## src/rtl/seg7_scan_ctrl.sv

```systemverilog
`default_nettype none
// ============================================================================
// Module   : seg7_scan_ctrl
// Brief    : Multiplexed 7-segment scan controller for 1..8 digits with a
//            per-frame input snapshot, per-digit blink and blanking,
//            leading-zero blanking and an anti-ghosting guard interval.
// Revision : 1.0 - initial release
// ============================================================================
module seg7_scan_ctrl #(
  parameter int DIGITS       = 4,
  parameter int SCAN_DIV     = 50000,
  parameter int GUARD        = 500,
  parameter int BLINK_FRAMES = 64,
  parameter bit ACTIVE_LOW   = 1'b1
) (
  input  logic                  clk,
  input  logic                  rst,
  input  logic [4*DIGITS-1:0]   data,
  input  logic [DIGITS-1:0]     point,
  input  logic [DIGITS-1:0]     blink,
  input  logic [DIGITS-1:0]     blank,
  input  logic                  lzb_en,
  output logic [7:0]            segment,
  output logic [DIGITS-1:0]     anode,
  output logic                  frame_start
);

  localparam int PW = (SCAN_DIV > 1)     ? $clog2(SCAN_DIV)     : 1;
  localparam int IW = (DIGITS > 1)       ? $clog2(DIGITS)       : 1;
  localparam int FW = (BLINK_FRAMES > 1) ? $clog2(BLINK_FRAMES) : 1;

  localparam logic [PW-1:0]     P_LAST   = PW'(SCAN_DIV - 1);
  localparam logic [PW-1:0]     P_GUARD  = PW'(GUARD);
  localparam logic [IW-1:0]     IDX_LAST = IW'(DIGITS - 1);
  localparam logic [FW-1:0]     FC_LAST  = FW'(BLINK_FRAMES - 1);
  // XOR masks that turn active-high internal values into pin polarity
  localparam logic [7:0]        SEG_OFF  = {8{ACTIVE_LOW}};
  localparam logic [DIGITS-1:0] AN_OFF   = {DIGITS{ACTIVE_LOW}};

  logic [PW-1:0]         p;
  logic [IW-1:0]         idx;
  logic [FW-1:0]         fc;
  logic                  phase;

  logic [4*DIGITS-1:0]   snap_data;
  logic [DIGITS-1:0]     snap_point;
  logic [DIGITS-1:0]     snap_blink;
  logic [DIGITS-1:0]     snap_blank;
  logic                  snap_lzb_en;

  logic                  slot_wrap;
  logic                  frame_end;
  logic [7*DIGITS-1:0]   dec;
  logic [DIGITS-1:0]     dark;
  logic [7:0]            seg_act;
  logic [DIGITS-1:0]     an_act;

  // Standard hex to a..g decode, active-high, bit0 = a
  function automatic logic [6:0] hex7(input logic [3:0] nib);
    logic [6:0] s;
    case (nib)
      4'h0: s = 7'h3F;
      4'h1: s = 7'h06;
      4'h2: s = 7'h5B;
      4'h3: s = 7'h4F;
      4'h4: s = 7'h66;
      4'h5: s = 7'h6D;
      4'h6: s = 7'h7D;
      4'h7: s = 7'h07;
      4'h8: s = 7'h7F;
      4'h9: s = 7'h6F;
      4'hA: s = 7'h77;
      4'hB: s = 7'h7C;
      4'hC: s = 7'h39;
      4'hD: s = 7'h5E;
      4'hE: s = 7'h79;
      default: s = 7'h71;
    endcase
    return s;
  endfunction

  assign slot_wrap = (p == P_LAST);
  assign frame_end = slot_wrap && (idx == IDX_LAST);

  // Per-digit decode and darkness; leading zeros are judged from the top
  // digit down, so digit k is blanked only when it and everything above it
  // is zero. Digit 0 always shows something unless blanked or blinking.
  for (genvar k = 0; k < DIGITS; k++) begin : g_digit
    logic lz;
    if (k == 0) begin : g_lsd
      assign lz = 1'b0;
    end else begin : g_upper
      assign lz = snap_lzb_en && (snap_data[4*DIGITS-1:4*k] == '0);
    end
    assign dark[k]        = snap_blank[k] | (snap_blink[k] & phase) | lz;
    assign dec[7*k +: 7]  = hex7(snap_data[4*k +: 4]);
  end

  // Scan counters, frame counter, blink phase and frame snapshot
  always_ff @(posedge clk) begin
    if (rst) begin
      p           <= '0;
      idx         <= '0;
      fc          <= '0;
      phase       <= 1'b0;
      snap_data   <= '0;
      snap_point  <= '0;
      snap_blink  <= '0;
      snap_blank  <= '0;
      snap_lzb_en <= 1'b0;
    end else begin
      if (slot_wrap) begin
        p   <= '0;
        idx <= (idx == IDX_LAST) ? '0 : idx + 1'b1;
      end else begin
        p   <= p + 1'b1;
      end
      if (frame_end) begin
        snap_data   <= data;
        snap_point  <= point;
        snap_blink  <= blink;
        snap_blank  <= blank;
        snap_lzb_en <= lzb_en;
        if (fc == FC_LAST) begin
          fc    <= '0;
          phase <= ~phase;
        end else begin
          fc    <= fc + 1'b1;
        end
      end
    end
  end

  // Active-high view of what the pins should show for the current state
  always_comb begin
    seg_act = 8'h00;
    an_act  = '0;
    if (p >= P_GUARD) begin
      for (int k = 0; k < DIGITS; k++) begin
        if ((idx == IW'(k)) && !dark[k]) begin
          seg_act   = {snap_point[k], dec[7*k +: 7]};
          an_act[k] = 1'b1;
        end
      end
    end
  end

  // Registered pin drivers with polarity applied
  always_ff @(posedge clk) begin
    if (rst) begin
      segment     <= SEG_OFF;
      anode       <= AN_OFF;
      frame_start <= 1'b0;
    end else begin
      segment     <= seg_act ^ SEG_OFF;
      anode       <= an_act ^ AN_OFF;
      frame_start <= frame_end;
    end
  end

endmodule
`default_nettype wire

```

## config.mk

```make
export PLATFORM = sky130hd
export DESIGN_NAME = seg7_scan_ctrl
export DESIGN_NICKNAME = d
export VERILOG_FILES = /design/src/rtl/seg7_scan_ctrl.sv
export SDC_FILE = /design/constraint.sdc
export NUM_CORES = 1
export LEC_CHECK = 0
export ABC_AREA = 1
export CAP_MARGIN = 20
export CORE_MARGIN = 5
export CORE_UTILIZATION = 50
export DETAILED_ROUTE_END_ITERATION = 6
export GPL_TIMING_DRIVEN = 0
export PLACE_DENSITY_LB_ADDON = 0.3
export SLEW_MARGIN = 5
export SYNTH_ARGS = -nofsm -noshare
export SYNTH_HDL_FRONTEND = slang
export SYNTH_SLANG_ARGS = --single-unit
```

## constraint.sdc

```tcl
create_clock -name clk -period 5.78 [get_ports clk]
set_input_delay 1.156 -clock clk [delete_from_list [all_inputs] [get_ports clk]]
set_output_delay 1.156 -clock clk [all_outputs]
set_load 0.03 [all_outputs]
```

==> flow_summary.toml <==
[timing]
finClkSkew_ns = 0.0206
rsz0062_at_grt = "false"
finalCriticalPeriod_ns = 2.62
max_freq_mhz = 381
hold_viol = 0
worstMarginPinSlew_ns = 0.538
setup_viol = 0
relSlewSlack_pct = 63.7
setup_tns_ns = 0
drv_slew = 0
post-route-period-util_pct = 45.4

[global_routing]
grtUsageTotal_pct = 20.9
grt_pass1_vias = 4403
grt_max_degree = 17
grt_pass1_wl_um = 19700
grt_overflow = 0
antenna_found_initial = 0

[synthesis]
synthesis.nets = 766
synth.avg_cell_area_um2 = 7.06
ys_types = 33
synth_cells = 700
syn-cell-area_um2 = 4940
synth-seq-cells = 95
ys_seq_area_share_pct = 38.5
yosysWarnings = 0

[critical_path]
worst_ep_required_time_ns = 6.03
path_class = "primary input to flop"
path_max_fanout = 10
crit_path_end_kind = "flop"
worstPathArrival_ns = 2.87
rr_worst_depth = 13
cp-start-kind = "primary input"

[clock_network]
clk_path_buf_depth = 2
cts_resized = 0
hold_buffers = 0
cts_num_sinks = 95
path_clk_slew_ns = 0.09
htreeDepth = 3
cts_made_buffers = 9
clk_latency_ns = 0.38
cts_setup_buffers = 0
root_buffer = "clkbuf_8"
cts_tree = "done"

[route]
routedWlPerCell_um = 13.0
routed_wl_um = 11600
drc_errors = 0
drt_iter0_markers = 321
ant_nets = 0
dr.pass1.iters = 5
viasPerCell = 5.16
vias = 4594

[outcome]
status = "finished clean"

[placement]
place.gp.congestion = 0.858
place_hpwl_um = 9000
post_dp_cell_area_um2 = 5530
portBuffers = 42

[cells_and_area]
syn2layout_area_growth_pct = 15.8
design_area_um2 = 5730
drive_above_1_share_pct = 8.05
fin_util_pct = 58.9
fin_nets = 819
antennaDiodeCount = 0

[pwr]
power.density_nw_per_um2 = 199
ir_worst_vdd_uv = 159
p_leak_nw = 2.67

[floorplan]
rows = 36
fp.dieH_um = 109
coreArea_um2 = 9730
dieArea_um2 = 12000
initial_core_util_pct = 50.8
die_x_um = 109
ios = 44

[hold_path]
hp-class = "flop to flop"
whs_path_depth = 1

[run]
max_cap_violations = 0
==> worst max-delay path: stages <==
cell and delay [ns]:
buf_2 0.22, clkinv_1 0.28, buf_2 0.30, nand2_1 0.26, inv_1 0.13, ha_1 0.21, inv_1 0.05, nand3_1 0.07
nand3_1 0.13, nand2_1 0.07
==> report_power, final <==
part	switching [mW]	total (mW)	internal [mW]	leakage [nW]
Clock	0.236	0.439	0.202	0.0968
Sequential	0.00191	0.658	0.656	0.767
Combinational	0.0196	0.0411	0.0215	1.81
==> cells in the final DEF, fill, tap and decap left out, drive strengths merged, types with 3 or more instances in the layout <==
cell type | synthesis | routed
nor3 | 6 | 6
clkbuf | 3 | 13
nor2 | 64 | 64
clkdlybuf4s50 | 0 | 42
inv | 77 | 78
o21ai | 16 | 16
ha | 35 | 35
nand3 | 84 | 84
nand2 | 252 | 252
dfxtp | 95 | 95
a21oi | 20 | 20
o21bai | 8 | 8
clkinv | 2 | 5
nand4 | 17 | 17
xnor2 | 3 | 3
buf | 11 | 11
==> Yosys cell counts, drive strengths merged <==
master  instances  area share, %
clkinv          2           0.15
xor2            1           0.18
dfxtp          95             38
o21ai          16            1.6
a211oi          1           0.15
a31oi           1           0.13
or2             1           0.13
nand3          84            9.0
ha             35            8.9
xnor2           3           0.53
o21bai          8            1.2
nand2         252             21
nor2           64            5.7
nor4            1           0.13
nand3b          1           0.15
clkbuf          3           0.23
nor3            6           0.61
inv            77            5.8
nor3b           1           0.25
nand4          17            2.3
buf            11            1.3
a21oi          20            2.0
==> cell type report <==
| class | count | area (µm²) |
|---|---|---|
| Buffer | 14 | 77.6 |
| Tap cell | 133 | 166 |
| Multi-Input combinational cell | 512 | 2670 |
| Clock inverter | 6 | 68.8 |
| Sequential cell | 95 | 1900 |
| Clock buffer | 10 | 128 |
| Timing Repair Buffer | 42 | 420 |
| Inverter | 79 | 297 |
| Fill cell | 947 | 4000 |
==> kinds of logic (layout without fill, tap and decap cells) <==
| family | after synthesis | in the layout | share of synthesized area [%] |
|---|---|---|---|
| AND/OR/NAND/NOR | 427 | 427 | 39.3 |
| XOR/XNOR | 4 | 4 | 0.709 |
| flip-flops | 95 | 95 | 38.5 |
| AO/OA/AOI/OAI | 46 | 46 | 5.14 |
| adder cells (fa/ha/maj) | 35 | 35 | 8.86 |
| buffers and inverters | 93 | 151 | 7.57 |
==> through the flow <==
stage,hold WS (ns),power [mW],cells,setup slack [ns]
3_3_place_gp,0.443,0.713,875,2.82
3_5_place_dp,0.452,0.714,875,2.77
5_1_grt,0.495,1.18,891,3.00
6_report,0.465,1.14,891,3.16
2_1_floorplan,0.430,0.687,700,3.14
4_1_cts,0.473,1.15,891,3.17
==> flip-flops by register name (all words and copies together), names as in the netlist <==
signal / count
p: 16
snap_lzb_en: 1
snap_data: 16
snap_point: 4
snap_blink: 4
segment: 8
anode: 4
fc: 6
frame_start: 1
dec: 28
phase: 1
snap_blank: 4
idx: 2
==> routing by layer <==
layer	GRT usage (%)	vias up	share of wire [%]
met5	0	-	0
met4	10.2	0	3.1
met3	4.23	25	4.9
met2	35.7	125	48
met1	25.0	2119	44
li1	-	2325	-
==> final timing paths <==
path	startpoint	end	slack [ns]
min reg2reg	p[0]$_SDFF_PP0_	p[0]$_SDFF_PP0_	0.46
max reg2reg	p[0]$_SDFF_PP0_	dec[24]$_DFF_P_	3.30
max	rst	dec[25]$_DFF_P_	3.16
min	p[0]$_SDFF_PP0_	p[0]$_SDFF_PP0_	0.46
Power figures use the tool's default switching activity.
